`src/rtl/riscv_dmem_responder_pkg.sv`:
```
`default_nettype none
// +----------------------------------------------------------------------------+
// | Module   : riscv_dmem_responder_pkg                                        |
// | Brief    : Shared encodings and helpers for the data-memory responder.     |
// | Revision : 1.0 - initial release                                           |
// +----------------------------------------------------------------------------+
package riscv_dmem_responder_pkg;

  typedef enum logic [1:0] {
    SIZE_BYTE    = 2'b00,
    SIZE_HALF    = 2'b01,
    SIZE_WORD    = 2'b10,
    SIZE_ILLEGAL = 2'b11
  } dmem_size_e;

  typedef enum logic [1:0] {
    ST_IDLE = 2'b00,
    ST_WAIT = 2'b01,
    ST_RESP = 2'b10
  } dmem_state_e;

  function automatic logic [29:0] word_index(input logic [31:0] addr);
    return 30'(addr >> 2);
  endfunction

endpackage
`default_nettype wire

```
`src/rtl/riscv_dmem_responder_be_gen.sv`:
```
`default_nettype none
// +----------------------------------------------------------------------------+
// | Module   : riscv_dmem_responder_be_gen                                     |
// | Brief    : Byte-enable, lane-shifted write data and misalign detection.    |
// | Revision : 1.0 - initial release                                           |
// +----------------------------------------------------------------------------+
module riscv_dmem_responder_be_gen
  import riscv_dmem_responder_pkg::*;
(
  input  logic [1:0]  size,
  input  logic [1:0]  addr_lo,
  input  logic [31:0] wdata,
  output logic [3:0]  be,
  output logic [31:0] wdata_sh,
  output logic        misalign
);

  always_comb begin
    be       = 4'b0000;
    misalign = 1'b0;
    wdata_sh = wdata << {addr_lo, 3'b000};
    case (dmem_size_e'(size))
      SIZE_BYTE: be = 4'b0001 << addr_lo;
      SIZE_HALF: begin
        be       = 4'b0011 << addr_lo;
        misalign = addr_lo[0];
      end
      SIZE_WORD: begin
        be       = 4'b1111;
        misalign = |addr_lo;
      end
      default:   be = 4'b0000;
    endcase
  end

endmodule
`default_nettype wire

```
`src/rtl/riscv_dmem_responder.sv`:
```
`default_nettype none
// +----------------------------------------------------------------------------+
// | Module   : riscv_dmem_responder                                            |
// | Brief    : Valid/ready data-memory responder with configurable wait states.|
// | Revision : 1.0 - initial release                                           |
// +----------------------------------------------------------------------------+
module riscv_dmem_responder
  import riscv_dmem_responder_pkg::*;
#(
  parameter int DEPTH       = 64,
  parameter int WAIT_CYCLES = 2
) (
  input  logic        clk,
  input  logic        rst,
  input  logic        req_valid,
  output logic        req_ready,
  input  logic        req_we,
  input  logic [1:0]  req_size,
  input  logic [31:0] req_addr,
  input  logic [31:0] req_wdata,
  output logic        rsp_valid,
  input  logic        rsp_ready,
  output logic [31:0] rsp_rdata,
  output logic        rsp_err
);

  localparam int c_aw = (DEPTH > 1) ? $clog2(DEPTH) : 1;
  localparam int c_cw = (WAIT_CYCLES > 1) ? $clog2(WAIT_CYCLES) : 1;
  localparam logic [c_cw-1:0] c_wait_load = c_cw'((WAIT_CYCLES > 0) ? WAIT_CYCLES - 1 : 0);
  localparam logic c_no_wait = (WAIT_CYCLES == 0);

  dmem_state_e      r_state;
  logic [c_cw-1:0]  r_cnt;
  logic             r_req_ready;
  logic             r_rsp_valid;
  logic             r_rsp_err;
  logic [31:0]      r_rsp_rdata;
  logic             r_we;
  logic             r_err;
  logic [3:0]       r_be;
  logic [31:0]      r_wdata_sh;
  logic [c_aw-1:0]  r_idx;
  logic [31:0]      r_mem [DEPTH];

  logic [3:0]       w_be;
  logic [31:0]      w_wdata_sh;
  logic             w_misalign;
  logic             w_req_err;
  logic             w_accept;
  logic             w_in_idle;
  logic             w_commit;
  logic             w_x_we;
  logic             w_x_err;
  logic [3:0]       w_x_be;
  logic [31:0]      w_x_wdata;
  logic [c_aw-1:0]  w_x_idx;
  logic [31:0]      w_load_data;

  riscv_dmem_responder_be_gen u_be_gen (
    .size     (req_size),
    .addr_lo  (req_addr[1:0]),
    .wdata    (req_wdata),
    .be       (w_be),
    .wdata_sh (w_wdata_sh),
    .misalign (w_misalign)
  );

  assign w_req_err = (dmem_size_e'(req_size) == SIZE_ILLEGAL) | w_misalign
                   | (word_index(req_addr) >= 30'(DEPTH));
  assign w_in_idle = (r_state == ST_IDLE);
  assign w_accept  = w_in_idle & req_valid & r_req_ready;

  // With no wait states the accept edge is also the RESP-entry edge, so the
  // live request fields are used instead of the captured copies.
  assign w_x_we    = w_in_idle ? req_we                   : r_we;
  assign w_x_err   = w_in_idle ? w_req_err                : r_err;
  assign w_x_be    = w_in_idle ? w_be                     : r_be;
  assign w_x_wdata = w_in_idle ? w_wdata_sh               : r_wdata_sh;
  assign w_x_idx   = w_in_idle ? req_addr[c_aw+1:2]       : r_idx;

  assign w_commit    = (w_accept & c_no_wait) | ((r_state == ST_WAIT) & (r_cnt == '0));
  assign w_load_data = (!w_x_we && !w_x_err) ? r_mem[w_x_idx] : 32'h0;

  always_ff @(posedge clk) begin
    if (w_commit && w_x_we && !w_x_err) begin
      for (int k = 0; k < 4; k++) begin
        if (w_x_be[k]) r_mem[w_x_idx][8*k +: 8] <= w_x_wdata[8*k +: 8];
      end
    end
  end

  always_ff @(posedge clk or negedge rst) begin
    if (!rst) begin
      r_state     <= ST_IDLE;
      r_cnt       <= '0;
      r_req_ready <= 1'b0;
      r_rsp_valid <= 1'b0;
      r_rsp_err   <= 1'b0;
      r_rsp_rdata <= 32'h0;
      r_we        <= 1'b0;
      r_err       <= 1'b0;
      r_be        <= 4'h0;
      r_wdata_sh  <= 32'h0;
      r_idx       <= '0;
    end else begin
      case (r_state)
        ST_IDLE: begin
          r_req_ready <= 1'b1;
          if (w_accept) begin
            r_req_ready <= 1'b0;
            r_we        <= req_we;
            r_err       <= w_req_err;
            r_be        <= w_be;
            r_wdata_sh  <= w_wdata_sh;
            r_idx       <= req_addr[c_aw+1:2];
            if (c_no_wait) begin
              r_state     <= ST_RESP;
              r_rsp_valid <= 1'b1;
              r_rsp_err   <= w_req_err;
              r_rsp_rdata <= w_load_data;
            end else begin
              r_state <= ST_WAIT;
              r_cnt   <= c_wait_load;
            end
          end
        end
        ST_WAIT: begin
          if (r_cnt == '0) begin
            r_state     <= ST_RESP;
            r_rsp_valid <= 1'b1;
            r_rsp_err   <= r_err;
            r_rsp_rdata <= w_load_data;
          end else begin
            r_cnt <= r_cnt - 1'b1;
          end
        end
        ST_RESP: begin
          if (rsp_ready) begin
            r_state     <= ST_IDLE;
            r_req_ready <= 1'b1;
            r_rsp_valid <= 1'b0;
            r_rsp_err   <= 1'b0;
            r_rsp_rdata <= 32'h0;
          end
        end
        default: r_state <= ST_IDLE;
      endcase
    end
  end

  assign req_ready = r_req_ready;
  assign rsp_valid = r_rsp_valid;
  assign rsp_err   = r_rsp_err;
  assign rsp_rdata = r_rsp_rdata;

endmodule
`default_nettype wire

```
`config.mk`:
```
export PLATFORM = sky130hd
export DESIGN_NAME = riscv_dmem_responder
export DESIGN_NICKNAME = d
export VERILOG_FILES = /design/src/rtl/riscv_dmem_responder_pkg.sv /design/src/rtl/riscv_dmem_responder_be_gen.sv /design/src/rtl/riscv_dmem_responder.sv
export SDC_FILE = /design/constraint.sdc
export NUM_CORES = 2
export LEC_CHECK = 0
export CORE_UTILIZATION = 50
export CTS_CLUSTER_DIAMETER = 150
export DETAILED_ROUTE_END_ITERATION = 7
export PLACE_DENSITY = 0.72
export SETUP_SLACK_MARGIN = 0.4
export SYNTH_ARGS = -nofsm -noshare
export SYNTH_HDL_FRONTEND = slang
export SYNTH_SLANG_ARGS = --single-unit
export TNS_END_PERCENT = 20
```
`constraint.sdc`:
```
create_clock -name clk -period 5.4 [get_ports clk]
set_input_delay 0.54 -clock clk [delete_from_list [all_inputs] [get_ports clk]]
set_output_delay 0.54 -clock clk [all_outputs]
set_load 0.01 [all_outputs]
```
### Yosys cells after proc, flatten, opt, wreduce, memory -nomap -nowiden

Memory sizes are Yosys's and may differ from the RTL's.
Cells that the tools add are included.

| storage, ports and cells | value |
|---|---|
| output and inout bits | 35 |
| input bits | 71 |
| RAM bits | 2048 |
| flip-flop bits (word level) | 82 |
| word-level logic and storage cells | 85 |
| memories | 1 |

Memories:

| name | depth | width | rd ports | clocked after Yosys merged registers in | write ports | RTL line | RTL |
|---|---|---|---|---|---|---|---|
| r_mem | 64 | 32 | 1 | 0 | 1 | riscv_dmem_responder.sv:43 | `logic [31:0] r_mem [DEPTH];` |

| cells by class | value |
|---|---|
| multiplexer cells | 38 |
| order comparisons | 1 |
| equality and inequality tests | 8 |
| shift operators | 3 |
| bitwise gates (word level) | 6 |
| add/sub/neg operators | 1 |
| reductions and logical operators | 16 |

Operators by type and width:

| cell | number |
|---|---|
| 2-to-1 mux 32 bit | 4 |
| case mux 32 bit (2 select lines) | 1 |
| << shifter 32 x 5 -> 32 bit | 1 |
| >= comparator 30 x 7 -> 1 bit, second input constant | 1 |
| 2-to-1 mux 1 bit | 21 |
| case mux 4 bit (3 select lines) | 1 |
| case mux 1 bit (2 select lines) | 5 |
| == test 2 bit, second input constant | 3 |
| 2-to-1 mux 2 bit | 3 |
| 2-to-1 mux 6 bit | 1 |
| != test 2 bit, second input constant | 3 |
| case mux 2 bit (3 select lines) | 1 |
| AND reduction 2 bit | 3 |
| AND reduction 3 bit | 2 |
| nonzero test 2 bit | 3 |
| == test 2 x 1 -> 1 bit, second input constant | 2 |
| zero test 2 bit | 2 |
| 2-to-1 mux 4 bit | 1 |
| << shifter 1 x 2 -> 4 bit, first input constant | 1 |
| << shifter 2 x 2 -> 4 bit, first input constant | 1 |
| bitwise AND 1 bit | 3 |
| logical AND 1 bit | 3 |
| zero test 1 bit | 2 |
| bitwise OR 1 bit | 2 |
| 3 further kinds | 3 |

### Depth between registers and ports, before layout

| logic depth | value |
|---|---|
| word-level depth | 10 |
| gate-level depth with buffers | 12 |
| gate-level depth less buffers | 7 |

### By module

Synthesis repeated with hierarchy kept, for this count alone.

| unflattened totals | value |
|---|---|
| cell total of the unflattened synthesis | 5536 |
| area total of the unflattened synthesis | 82096.2 sq um |

Modules (own cells, without submodules):

| module | times used | seq. area each (sq um) | cells each | area an instance (sq um) |
|---|---|---|---|---|
| riscv_dmem_responder | 1 | 63551.0 | 5453 | 81424.3 |
| riscv_dmem_responder_be_gen | 1 | 0.0 | 83 | 671.9 |

### Worst setup path before layout

No wires, ideal clock.

| timing | value |
|---|---|
| kind | register to register |
| from | register r_state[1] |
| to | memory r_mem[0][30] (data pin) |
| arrival time | 3981 ps |
| buffers on the path | 5 |
| stages on the path, launching flop included | 8 |
| clock period less this slack | 4683 ps |
| data required time | 4698 ps |
| setup time | 702 ps |
| slack | 717 ps |
| cells stage by stage | dfrtp_1 > buf_2 > buf_6 > or2_1 > buf_2 > clkbuf_1 > clkbuf_1 > o21ai_0 |

| between the ends | value |
|---|---|
| word-level cells in the longest chain between the ends | 2 |

Ends and longest elaborated chain:

| element | RTL line | RTL |
|---|---|---|
| from (decl) | riscv_dmem_responder.sv:32 | `dmem_state_e r_state;` |
| from (signal assigned) | riscv_dmem_responder.sv:94 | `r_state <= ST_IDLE;` |
| from (signal assigned) | riscv_dmem_responder.sv:117 | `r_state <= ST_RESP;` |
| from (signal assigned) | riscv_dmem_responder.sv:122 | `r_state <= ST_WAIT;` |
| zero test 2 bit | riscv_dmem_responder.sv:70 | `assign w_in_idle = (r_state == ST_IDLE);` |
| 2-to-1 mux 32 bit | riscv_dmem_responder.sv:78 | `assign w_x_wdata = w_in_idle ? w_wdata_sh : r_wdata_sh;` |
| named net w_x_wdata[30] | riscv_dmem_responder.sv:55 | `logic [31:0] w_x_wdata;` |
| to (decl) | riscv_dmem_responder.sv:43 |  |

The timed path passes the listed nets, and every way through them passes these cells.

### Final worst setup path

| timing | value |
|---|---|
| from | register r_state[0] |
| to | memory r_mem[44][4], enable pin |

| between the ends | value |
|---|---|
| word-level cells in the longest chain between the ends | 6 |
| elaborated cells on any way between the ends | 13 |
| those cells by class | eq/ne (1); mux (7); bitwise (1); reduce/logical (4) |

Ends and longest elaborated chain:

| element | RTL line | RTL |
|---|---|---|
| == test 2 x 1 -> 1 bit or zero test 2 bit (tied branches) | riscv_dmem_responder.sv:81, riscv_dmem_responder.sv:70 |  |
| bitwise AND 1 bit, or another cell as far along | riscv_dmem_responder.sv:81 | `assign w_commit = (w_accept & c_no_wait) \| ((r_state == ST_WAIT) & (r_cnt == '0));` |
| logical AND 1 bit or zero test 1 bit (tied branches) | riscv_dmem_responder.sv:85 | `if (w_commit && w_x_we && !w_x_err) begin` |
| logical AND 1 bit | riscv_dmem_responder.sv:85 |  |
| 2-to-1 mux 1 bit | riscv_dmem_responder.sv:85 |  |
| 2-to-1 mux 1 bit (implied by the code) | riscv_dmem_responder.sv:87 | `if (w_x_be[k]) r_mem[w_x_idx][8*k +: 8] <= w_x_wdata[8*k +: 8];` |

Parallel ways exist; a longest one is shown, timed or not.

==> impl_results.md <==
- R2R Setup Slk: ~0.94 ns
- Initial core utilization: 0.5034
- Clock transition time at the flip-flop clock pins of the worst setup and hold paths: roughly 0.07 ns
- Worst Path Class, Setup: flip-flop to flip-flop
- Max IR drop VDD: 0.6233 mV
- CP max stage cell: sky130_fd_sc_hd__nor2_1
- Layout cell share with drive strength beyond 1: 0.09377
- Proportion of total power due to net switching: 0.3485
- Clock period minus worst slack: around 4.5 ns
- Sequential element share of the synthesized area: 0.7765
- Number of cells traversed by the worst register-to-register path: 5
- Wire length of the first global-routing pass: 341200 µm
- Sequential group share of total power: 0.425
- CP startpoint kind: flip-flop
- Number of warnings printed during yosys synthesis: 0
- Number of standard cells after synthesis: 5578
- Height of the die: just over 400 µm
- Area inside the core boundary: about 160000 µm²
- Via count of the first global-routing pass: between 50000 and 60000
- Number of top-level pins: 106
- Area leader, netlist: sky130_fd_sc_hd__edfxtp_1
- Worst flop-to-flop path startpoint: r_state[0]
- Buffers & Inverters on Critical Path: 0
- Cell Rows: between 100 and 150
- IO Port Bufs: about 110
- Power density relative to cell area: 529.9 nW/µm²
- Largest buffer count on any clock path: 3
- Sum Neg Setup Slack: 0 ns
- Cell breakdown of the critical path: o21ai_1, nand2_8, nor2_1, nand2_1, nor2_1
- Post-DP Area: approximately 86000 µm²
- Share of synthesized cell area in and, or, nand and nor gates: 0.09438
- Total of endpoints with negative setup slack in the final report: 0
- Number of enable-type register cells in the synthesized netlist: around 2000
- Clock share of power: 0.280
- Setup crit end kind: flip-flop
- Number of endpoints with negative hold slack in the final report: 0
- Post-synthesis async set-or-reset flop share: 0.03850
- Fin. max-slew vios: 0
- Max-slew headroom: 0.05599
- Fraction of the cycle the final worst path needs: 0.8266
- Status: completed
- HP Class: input pin to flip-flop
- FMAX: between 200 and 250 MHz
- Commonest non-fill, non-tap cells in the layout: 2048 x sky130_fd_sc_hd__edfxtp_1, 918 x sky130_fd_sc_hd__nand2_1, 487 x sky130_fd_sc_hd__nor2_1
- Max-cap violations: 0
- Average cell area after synthesis: between 10 and 15 µm²
- Count of unique library cells instantiated by Yosys: 67
- # resized after CTS: 0
- Post-synthesis share of cell area spent on xor and xnor gates: 0
- Main combinational cell family by area after synthesis: simple AND/OR/NAND/NOR gates
- Post-detailed-route wirelength per cell: 29.53 µm
- Largest net degree at the start of global routing: approximately 120
- Total grt overflow: 0
- DRT Pass-1 Iters: 7
- Top_reg_cell synth: sky130_fd_sc_hd__edfxtp_1
- Worst EP required: ~6 ns
- Proportion of synthesized area in mux cells: 0.02288
- Post-Layout Cell Count: a little over 8000
- Number of vias after detailed routing: between 50000 and 60000
- Leakage power of the design: roughly 30 nW
- Commonest non-fill, non-tap cell in the layout: sky130_fd_sc_hd__edfxtp_1
- Library cell appearing most often on the critical path: sky130_fd_sc_hd__nor2_1
- Clock sinks: ~2100
- Full die area: roughly 170000 µm²
- Post-route standard cell area excluding fillers: 92440 µm²
- Arrival time at the worst endpoint: about 5 ns
- CP peak stage delay: 0.95 ns
- Number of synthesized register bits: 2130
- Die width: 406.6 µm
- Syn-to-layout area delta: 12.95%
- Clk_lat worst skew: 0.84 ns
- Top-area cell type share of the netlist area: 0.7514
- Combinational power share: 0.295
- Cell at the root of the clock tree: sky130_fd_sc_hd__clkbuf_16
- Critical path peak fanout: ~60
- Number of nets with antenna violations after routing: 0
- Detailed placer's ending HPWL: roughly 140000 µm
- GRT Util Overall: 0.2846
- Unrepaired setup endpoints after global routing: no
- Final nets: ~5800
- Routability congestion estimate from global placement: just over 0.9
- Number of design rule violations left after detail routing: 0
- DRT Wirelength: about 240000 µm
- Worst hold path cell count: 2
- Category of cells accounting for the largest share of critical-path delay: simple AND/OR/NAND/NOR gates
- Iter 0 DRT Violations: just over 8000
- Detailed-route vias per instance: approximately 6.5
- Antenna violations before repair: 12
- Number of buffers added by the clock tree synthesis step: a little under 200
- Synth Area in Compound Gates: 0.08455
- H-tree levels: 4
- Post-Synthesis Cell Area: 81850 µm²
- Final cell utilization of the core: 0.5686
- Number of placed instances, taps included: 7688
- Clock skew: 0.03024 ns
- Worst hold-check slack: about 0.36 ns
- Switching power: approximately 17 mW
- Internal power of the cells: 31.92 mW
- Adder and majority gate portion of the synthesized area: 0.0004586
- Startpoint of the worst hold path: req_we
- Slew at the pin with the worst max-slew slack: between 1 and 1.5 ns
- Clock tree from TritonCTS: built
- Endpoint, Worst Hold: r_we
- Synthesized net count: 5652
- Area contributors post-synth: sky130_fd_sc_hd__edfxtp_1 75%, sky130_fd_sc_hd__nand2_1 4.3%, sky130_fd_sc_hd__o22ai_1 3.2%
- Endpoint of the lowest-slack register-to-register path: r_mem[44][4]
-- timing repair --
action,4_1_cts,5_1_grt
endpoints found under the hold margin,48,0
setup endpoints to repair,0,0
buffers inserted,0,0
hold buffers,1,0
-- cell families after synthesis --
logic type	after synthesis
adder cells (fa/ha/maj)	3
buffers and inverters	358
AND/OR/NAND/NOR	1854
multiplexers	184
flip-flops	2130
AO/OA/AOI/OAI	1049
-- state kept, by name, indices dropped and copies added, names as in the netlist, 2 cells and up --
name / count
r_wdata_sh: 32
r_be: 4
r_state: 2
r_idx: 6
rsp_rdata: 32
r_mem: 2048
-- stage by stage --
stage | setup WS (ns) | power (mW)
after floorplan | 0.7171 | 29.27
after global placement | 0.9139 | 34.87
after detailed placement | 0.7991 | 35.15
after CTS | 1.145 | 48.60
after global routing | 0.9338 | 50.17
final | 0.9366 | 48.99
-- worst register-to-register path: cells and delay by family (launching register included) --
| family | cells | cell delay (ns) |
|---|---|---|
| and+or+nand+nor | 4 | 2.90 |
| DFF | 1 | 0.65 |
| AOI/OAI and AO/OA | 1 | 0.52 |
-- power groups by stage --
stage	Combinational (mW)	Sequential (mW)	Clock (mW)
6_report	14.5	20.8	13.7
5_1_grt	15.0	20.8	14.3
4_1_cts	14.1	20.8	13.7
3_5_place_dp	14.0	21.1	0
3_3_place_gp	13.7	21.1	0
2_1_floorplan	8.02	21.2	0
-- Yosys cell counts, types with 34 or more instances --
library cell               number
sky130_fd_sc_hd__nand3_1      213
sky130_fd_sc_hd__dfrtp_1       82
sky130_fd_sc_hd__buf_2        184
sky130_fd_sc_hd__a32o_1        34
sky130_fd_sc_hd__a21oi_1      203
sky130_fd_sc_hd__a31oi_1      126
sky130_fd_sc_hd__nor3_1        80
sky130_fd_sc_hd__o22ai_1      413
sky130_fd_sc_hd__nor2_1       488
sky130_fd_sc_hd__clkbuf_1     103
sky130_fd_sc_hd__nand2_1      932
sky130_fd_sc_hd__edfxtp_1    2048
sky130_fd_sc_hd__nor4_1        74
sky130_fd_sc_hd__a32oi_1      119
sky130_fd_sc_hd__o21ai_0       67
sky130_fd_sc_hd__mux2i_1      159
-- how the worst max path moves through the flow --
stage | start | end | depth (start not counted)
finish | r_state[0] | r_mem[44][4] | 5
global placement | req_addr[3] | r_mem[28][0] | 6
CTS | r_state[0] | r_mem[41][31] | 5
global route | r_state[0] | r_mem[20][27] | 5
floorplan | r_state[1] | r_mem[0][30] | 7
detailed placement | req_addr[3] | r_mem[41][25] | 6
-- layer usage --
metal | vias to the layer above | routed length [µm] | GRT usage
met2 | 4143 | 107500 | 0.4309
met4 | 10 | 11460 | 0.1311
met3 | 692 | 33180 | 0.07536
met5 | - | 65 | 0
li1 | 21748 | - | -
met1 | 25733 | 85620 | 0.3864
-- cell type report --
| class | count | area (µm²) |
|---|---|---|
| Antenna cell | 2 | 5.005 |
| Clock buffer | 278 | 5415 |
| Clock inverter | 84 | 893.4 |
| Fill cell | 12333 | 70140 |
| Inverter | 6 | 22.52 |
| Multi-Input combinational cell | 3090 | 16940 |
| Sequential cell | 2130 | 63550 |
| Tap cell | 2175 | 2721 |
| Timing Repair Buffer | 288 | 2900 |
No activity file was read; power rests on OpenSTA's default activity.
